==> config.mk <==
export PLATFORM = sky130hd
export DESIGN_NAME = reset_seq
export DESIGN_NICKNAME = d
export VERILOG_FILES = /design/src/rtl/reset_seq_pkg.sv /design/src/rtl/resn_sync_chain.sv /design/src/rtl/reset_seq.sv
export SDC_FILE = /design/constraint.sdc
export NUM_CORES = 1
export LEC_CHECK = 0
export BUFFER_PORTS_ARGS = -buffer_cell sky130_fd_sc_hd__buf_2
export CORE_MARGIN = 2
export CORE_UTILIZATION = 45
export DETAILED_ROUTE_END_ITERATION = 8
export MAX_ROUTING_LAYER = met4
export PLACE_DENSITY = 0.75
export SETUP_SLACK_MARGIN = 0.15
export SLEW_MARGIN = 20
export SYNTH_ARGS = -nofsm -noshare
export SYNTH_HDL_FRONTEND = slang
export SYNTH_SLANG_ARGS = --single-unit
==> constraint.sdc <==
create_clock -name clk -period 4.2 [get_ports clk]
set_input_delay 0.21 -clock clk [delete_from_list [all_inputs] [get_ports clk]]
set_output_delay 0.21 -clock clk [all_outputs]
set_load 0.02 [all_outputs]
==> src/rtl/reset_seq_pkg.sv <==
// reset_seq_pkg: shared types, width helper and parameter limits
// for the sequenced reset generator.
package reset_seq_pkg;

  typedef enum logic [1:0] {
    HOLD    = 2'd0,
    RELEASE = 2'd1,
    DONE    = 2'd2
  } state_e;

  localparam int NUM_OUT_MIN     = 1;
  localparam int NUM_OUT_MAX     = 16;
  localparam int SYNC_STAGES_MIN = 2;
  localparam int MIN_ASSERT_MIN  = 1;
  localparam int STAGE_DELAY_MIN = 1;

  function automatic int cnt_width(
    input int min_assert,
    input int stage_delay
  );
    int m;
    m = (min_assert > stage_delay) ? min_assert : stage_delay;
    return $clog2(m + 1);
  endfunction

endpackage

==> src/rtl/resn_sync_chain.sv <==
// resn_sync_chain: async-assert, sync-deassert reset synchroniser
// of STAGES flops.
module resn_sync_chain #(
  parameter int STAGES = 3
) (
  input  logic clk,
  input  logic resn_in,
  output logic resn_sync
);

  (* ASYNC_REG = "TRUE", IOB = "FALSE" *)
  logic [STAGES-1:0] q;

  always_ff @(posedge clk or negedge resn_in) begin
    if (!resn_in) begin
      q <= '0;
    end else begin
      q <= {q[STAGES-2:0], 1'b1};
    end
  end

  assign resn_sync = q[STAGES-1];

endmodule

==> src/rtl/reset_seq.sv <==
// reset_seq: releases NUM_OUT active-low resets one by one.
// Macro RESET_SEQ_SW_REQ_EN enables the sw_rst_req restart input.
module reset_seq
  import reset_seq_pkg::*;
#(
  parameter int NUM_OUT     = 4,
  parameter int SYNC_STAGES = 3,
  parameter int MIN_ASSERT  = 16,
  parameter int STAGE_DELAY = 8,
  parameter int REVERSE     = 0
) (
  input  logic               clk,
  input  logic               resn_in,
  input  logic               sw_rst_req,
  output logic [NUM_OUT-1:0] resn_out,
  output logic               seq_done
);

  localparam int CW = cnt_width(MIN_ASSERT, STAGE_DELAY);
  localparam logic [CW-1:0] MIN_LAST = CW'(MIN_ASSERT - 1);
  localparam logic [CW-1:0] SD_LAST  = CW'(STAGE_DELAY - 1);

  if (NUM_OUT < NUM_OUT_MIN || NUM_OUT > NUM_OUT_MAX) begin : g_bad_num
    $error("reset_seq: NUM_OUT out of range");
  end
  if (SYNC_STAGES < SYNC_STAGES_MIN) begin : g_bad_sync
    $error("reset_seq: SYNC_STAGES too small");
  end
  if (MIN_ASSERT < MIN_ASSERT_MIN) begin : g_bad_min
    $error("reset_seq: MIN_ASSERT too small");
  end
  if (STAGE_DELAY < STAGE_DELAY_MIN) begin : g_bad_sd
    $error("reset_seq: STAGE_DELAY too small");
  end
  if (REVERSE != 0 && REVERSE != 1) begin : g_bad_rev
    $error("reset_seq: REVERSE must be 0 or 1");
  end

  logic               resn_sync;
  logic               sw_req;
  state_e             state;
  logic [CW-1:0]      cnt;
  logic [NUM_OUT-1:0] rel;

`ifdef RESET_SEQ_SW_REQ_EN
  assign sw_req = sw_rst_req;
`else
  logic sw_rst_req_unused;
  assign sw_req            = 1'b0;
  assign sw_rst_req_unused = sw_rst_req;
`endif

  resn_sync_chain #(
    .STAGES (SYNC_STAGES)
  ) u_sync (
    .clk       (clk),
    .resn_in   (resn_in),
    .resn_sync (resn_sync)
  );

  // rel is kept in release-slot order; slot 0 fills first
  always_ff @(posedge clk or negedge resn_in) begin
    if (!resn_in) begin
      state    <= HOLD;
      cnt      <= '0;
      rel      <= '0;
      seq_done <= 1'b0;
    end else if (sw_req) begin
      state    <= HOLD;
      cnt      <= '0;
      rel      <= '0;
      seq_done <= 1'b0;
    end else begin
      unique case (state)
        HOLD: begin
          if (resn_sync) begin
            if (cnt == MIN_LAST) begin
              rel   <= NUM_OUT'(1);
              cnt   <= '0;
              state <= RELEASE;
            end else begin
              cnt <= cnt + 1'b1;
            end
          end
        end
        RELEASE: begin
          if (&rel) begin
            state    <= DONE;
            seq_done <= 1'b1;
          end else if (cnt == SD_LAST) begin
            rel <= (rel << 1) | NUM_OUT'(1);
            cnt <= '0;
          end else begin
            cnt <= cnt + 1'b1;
          end
        end
        DONE: begin
          seq_done <= 1'b1;
        end
        default: begin
          state <= HOLD;
        end
      endcase
    end
  end

  // pure wiring: each output bit is a flop output
  for (genvar k = 0; k < NUM_OUT; k++) begin : g_map
    if (REVERSE != 0) begin : g_rev
      assign resn_out[NUM_OUT-1-k] = rel[k];
    end else begin : g_fwd
      assign resn_out[k] = rel[k];
    end
  end

endmodule

### Word level (Yosys, flattened, before mapping)

Index checks and enable logic that the tools add are counted.

| operators by class | value |
|---|---|
| add/subtract/negate cells | 1 |
| reductions and logical operators | 8 |
| equality and inequality tests | 9 |
| multiplexer cells | 16 |
| bitwise gates (word level) | 1 |

Operators with widths:

| operator | count |
|---|---|
| two-way mux 5 bit | 4 |
| two-way mux 4 bit | 4 |
| one-hot mux 5 bit (2 select lines) | 1 |
| != test 2 bit (second input constant) | 4 |
| one-hot mux 4 bit (2 select lines) | 1 |
| AND reduction 4 bit | 2 |
| two-way mux 2 bit | 3 |
| one-hot mux 2 bit (3 select lines) | 1 |
| adder 5 x 1 -> 5 bit (second input constant) | 1 |
| == test 5 x 3 -> 1 bit (second input constant) | 1 |
| == test 5 x 4 -> 1 bit (second input constant) | 1 |
| AND reduction 5 bit | 1 |
| nonzero test 2 bit | 2 |
| AND reduction 3 bit | 1 |
| == test 2 x 1 -> 1 bit (second input constant) | 1 |
| == test 2 bit (second input constant) | 1 |
| zero test 2 bit | 1 |
| != test 2 x 1 -> 1 bit (second input constant) | 1 |
| one-hot mux 1 bit (2 select lines) | 1 |
| AND reduction 2 bit | 1 |
| two-way mux 1 bit | 1 |
| NOT 1 bit | 1 |

| storage, ports and cells | value |
|---|---|
| logic and storage cells | 40 |
| bits of input ports | 3 |
| register bits after elaboration | 15 |
| output and inout port bits | 5 |

### Logic depth before layout (Yosys ltp)

| depth | value |
|---|---|
| depth in word-level cells | 4 |
| depth in mapped cells | 6 |

### Cells and area by module

A second synthesis with hierarchy kept.

| second synthesis, totals | value |
|---|---|
| cells, all modules | 67 |
| area total of the unflattened synthesis | 699.4 sq um |

Modules (own cells, without submodules):

| module | cells an instance | area each (sq um) | seq. area each (sq um) | instances |
|---|---|---|---|---|
| reset_seq | 63 | 620.6 | 300.3 | 1 |
| resn_sync_chain | 4 | 78.8 | 75.1 | 1 |

### Worst setup path before layout

OpenSTA, ideal clock, no wires.

| timing path | value |
|---|---|
| path type | flip-flop to flip-flop |
| start point | reg cnt[0] |
| end point | reg rel[1], in the netlist resn_out[1] |
| arrival | 1.559 ns |
| data required time | 4.079 ns |
| path slack | 2.520 ns |
| stages on the path, launching flop included | 7 |
| setup time | 0.121 ns |
| path buffers | 0 |
| cell sequence | dfrtp_1 > ha_1 > and3_1 > ha_1 > a22o_2 > nor3b_4 > a22o_1 |

| on the way | value |
|---|---|
| longest elaborated chain between the ends | 3 |
| elaborated cells on any way between the ends | 5 |
| classes of those cells | eq/ne (4); reduce/logical (1) |

RTL lines:

| element | line | text |
|---|---|---|
| start, declared | reset_seq.sv:42 | `logic [CW-1:0] cnt;` |
| start signal, assigned | reset_seq.sv:82 | `cnt <= cnt + 1'b1;` |
| start signal, assigned | reset_seq.sv:94 | `cnt <= cnt + 1'b1;` |
| == test 5 x 3 -> 1 bit / == test 5 x 4 -> 1 bit (equally long branches) | reset_seq.sv:90, reset_seq.sv:77 |  |
| != test 2 bit (no source line) | - |  |
| AND reduction 5 bit (no source line) * | - |  |
| end signal, assigned | reset_seq.sv:91 | `rel <= (rel << 1) \| NUM_OUT'(1);` |
| end, declared | reset_seq.sv:43 | `logic [NUM_OUT-1:0] rel;` |

Every way passes the cells marked *; elsewhere a longest branch is shown, timed or not.
A chain may end at the register's enable or synchronous reset.

### Final worst setup path

| timing path | value |
|---|---|
| start point | reg cnt[0] |
| end point | reg rel[3], in the netlist resn_out[3] |

The elaborated chain is that of the path after synthesis.

==> results.md <==
- The required time of the critical path is 4.36 ns.
- The number of max-slew violations in the final report is 0.
- The internal power contribution is 0.273 mW.
- Tracing the worst setup path back leads to its startpoint at cnt[0]$_DFFE_PN0P_.
- Across the run, the number of max-cap violations was 0.
- The number of cell rows is 13.
- The worst setup path is launched from a flop.
- The aggregate routed wire length is 1.05 mm.
- After synthesis, the netlist uses 23 different library cells.
- The total die area is 0.00181 mm2.
- The iteration-0 DRC count of the detailed router is 5.
- The placed instance area is 717 um2.
- The first global-routing pass estimated 1.94 mm of wire.
- Setup repair after global routing left no endpoint under its margin.
- The power share of the sequential group is 0.490.
- The buffer type at the clock tree root is sky130_fd_sc_hd__clkbuf_4.
- The mean area per synthesized cell is 11.5 um2.
- Entering global routing, the biggest net connects 16 pins.
- The proportion of power drawn by combinational gates is 0.328.
- After clock tree synthesis, the clock-pin slew on the worst setup and hold paths is 0.08 ns.
- The worst-path maximum fanout is 4.
- The final critical-path required period is 1.82 ns.
- After detailed routing, the average wire length per cell comes to 12.5 um.
- Across all layers, the routed design uses 444 vias.
- Between clock sinks in the finished design, the worst skew comes to 0.00105 ns.
- The layout filler cell count is 110.
- In this run the worst hold path is classified as reg2reg.
- The region available for standard cell placement spans 0.00135 mm2.
- The critical path in this run is classified as reg2reg.
- The number of global-route vias before repair is 449.
- The final clock period utilization by the worst path is 0.433.
- The worst hold path begins at u_sync.q[1]$_DFF_PN0_.
- The die span in x is 42.5 um.
- The area growth from synthesis to layout is 12.7%.
- The run finished with clean final reports.
- Of the cells placed in the final design, the portion with a size suffix greater than 1 is 0.203.
- Summed over all cells, the static leakage comes to 0.356 nW.
- In this run the count of I/O pins placed on the die edge is 8.
- When the netlist entered floorplanning its net count stood at 64.
- For this run, the top clock speed supported by timing is 549 MHz.
- Adding up every negative setup slack in the final design gives 0 ns.
- Dividing total power by cell area gives a power density of 554 mW/mm2.
- The count of warnings emitted by yosys is 0.
- The cell area that synthesis handed to floorplanning was 668 um2.
- The total global routing track utilization is 0.150.
- The final estimated routing congestion in global placement is 0.795.
- For the worst-skew pair, the clock arrives at the later sink with an insertion delay of 0.27 ns.
- Global routing finished with a remaining overflow of 0.
- The overall die height is 42.5 um.
- The net total in the final layout is 76.
- The deepest clock path buffer count is 2.
- The residual DRC count is 0.
- In the layout the commonest cells are sky130_fd_sc_hd__dfrtp_1 (15), sky130_fd_sc_hd__o21ai_0 (8), sky130_fd_sc_hd__nand2_1 (6), sky130_fd_sc_hd__buf_2 (6), sky130_fd_sc_hd__inv_1 (4).
- Using the TritonRoute via totals, the vias-per-cell ratio works out to 5.29.
- The detailed placer's ending HPWL is 804 um.
- Of the total power, the clock network draws 0.182.
- The clock drives 15 sinks.
- The post-route cell area is 753 um2.
- In the post-synthesis netlist, the biggest area contributors are sky130_fd_sc_hd__dfrtp_1 (56%), sky130_fd_sc_hd__o21ai_0 (6.0%), sky130_fd_sc_hd__ha_1 (5.6%).
- The initial cell density of the core is 0.495.
- The cell count after synthesis came out at 58.
- The count of port buffers added during placement is 6.
- The post-CTS setup buffer count is 0.
- The number of clock buffers inserted by TritonCTS is 3.
- The switching power total is 0.144 mW.
- The number of antenna diodes in the final layout is 0.
- Setup slack on the worst reg-to-reg path comes out at 2.38 ns.
- The number of antenna violations at the first check in global routing is 0.
- The share of the Yosys chip area taken by registers is 0.562.
- The CTS H-tree depth is 1.
- The arrival time of data at the critical path endpoint is 1.98 ns.
- The sink of the worst hold path is u_sync.q[2]$_DFF_PN0_.
- The first-pass detailed-route iteration total is 3.
- For the worst flop-to-flop path, the logic depth is 6.
- The hold violation count in the final report is 0.
- The post-synthesis sequential element count is 15.
- Of the post-synthesis cell area, the dominant cell type holds 0.562.
- The most frequent standard cell in the layout excluding fill and tap cells is sky130_fd_sc_hd__dfrtp_1.
- Across the VDD grid, the largest voltage drop is 0.330 mV.
- TritonCTS built the clock tree.
- The final setup violation count is 0.
- The worst register-to-register path begins at cnt[0]$_DFFE_PN0P_.
- The endpoint kind of the worst setup timing path is a flop.
- The number of nets with antenna violations after routing is 0.
- The switching part of the total is 0.346.
- The worst hold path depth is 0.
- The library cell with the largest summed area after synthesis is sky130_fd_sc_hd__dfrtp_1.
- The worst register-to-register path ends at resn_out[3]$_DFFE_PN0P_.
==> synth_stat cells, drive strengths merged <==
| master | count |
|---|---|
| nand4 | 1 |
| dfrtp | 15 |
| nand2 | 6 |
| conb | 1 |
| a22o | 4 |
| or2 | 1 |
| and3 | 1 |
| o21ai | 8 |
| nand3 | 1 |
| a2bb2oi | 1 |
| or2b | 1 |
| ha | 3 |
| a32oi | 1 |
| nor2b | 2 |
| a21oi | 2 |
| nand2b | 2 |
| nor3b | 2 |
| xor2 | 1 |
| nand4bb | 1 |
| inv | 4 |
==> final cells by class <==
class	count	area, um2	area share
Timing Repair Buffer	7	40.0	0.0532
Multi-Input combinational cell	39	278	0.369
Inverter	4	15.0	0.0199
Tap cell	15	18.8	0.0249
Clock buffer	4	26.3	0.0349
Sequential cell	15	375	0.498
==> stage by stage <==
step | cells | worst slack (ns) | hold slack [ns] | utilization | power, mW
2_1_floorplan | 58 | 2.52 | -0.0856 | - | 0.310
3_3_place_gp | 79 | 2.45 | 0.125 | 0.531 | 0.339
3_5_place_dp | 79 | 2.40 | 0.129 | 0.531 | 0.344
4_1_cts | 84 | 2.37 | 0.357 | 0.558 | 0.424
5_1_grt | 84 | 2.30 | 0.360 | 0.558 | 0.455
6_report | 84 | 2.38 | 0.354 | 0.558 | 0.418
==> how the worst max path moves through the flow <==
stage / end / slack [ns] / cells after the start
finish: resn_out[3]$_DFFE_PN0P_ / 2.38 / 6
global route: resn_out[1]$_DFFE_PN0P_ / 2.30 / 6
floorplan: resn_out[1]$_DFFE_PN0P_ / 2.52 / 6
detailed placement: resn_out[3]$_DFFE_PN0P_ / 2.40 / 6
CTS: resn_out[3]$_DFFE_PN0P_ / 2.37 / 6
global placement: resn_out[1]$_DFFE_PN0P_ / 2.45 / 6
==> kinds of logic (layout without fill, tap and decap cells) <==
logic type	after synthesis	count (layout)	synth area share
xor gates and xnor gates	1	1	0.0131
AOI/OAI and AO/OA	16	16	0.155
and+or+nand+nor	18	18	0.185
DFF	15	15	0.562
adders and majority gates	3	3	0.0562
buffers and inverters	4	15	0.0225
other	1	1	0.00561
==> layer usage <==
layer,wire length [um],vias to the layer above,track usage
li1,-,224,-
met1,521,213,0.180
met2,483,7,0.234
met3,42,0,0.0647
met4,0,0,0.0375
met5,0,-,-
==> critical path, stage by stage, from the launching register on <==
cell and delay [ns]:
sky130_fd_sc_hd__dfrtp_1 0.41, sky130_fd_sc_hd__ha_1 0.25, sky130_fd_sc_hd__and3_1 0.17, sky130_fd_sc_hd__ha_1 0.22
sky130_fd_sc_hd__a22o_2 0.26, sky130_fd_sc_hd__nor3b_4 0.16, sky130_fd_sc_hd__a22o_1 0.24
==> state kept, by name, indices dropped and copies added, names as in the netlist <==
| signal | flops |
|---|---|
| resn_out | 4 |
| state | 2 |
| cnt | 5 |
| seq_done | 1 |
| u_sync.q | 3 |
==> power groups by stage <==
stage | registers, mW | clock network [mW] | logic [mW]
after floorplan | 0.205 | 0 | 0.106
after global placement | 0.206 | 0 | 0.133
after detailed placement | 0.208 | 0 | 0.137
after CTS | 0.205 | 0.0808 | 0.138
after global routing | 0.210 | 0.0860 | 0.159
final | 0.205 | 0.0760 | 0.137
==> what timing repair did <==
action,4_1_cts,5_1_grt
endpoints found under the hold margin,15,0
gates resized for setup,0,0
hold buffers,1,0
Power figures use the tool's default switching activity.
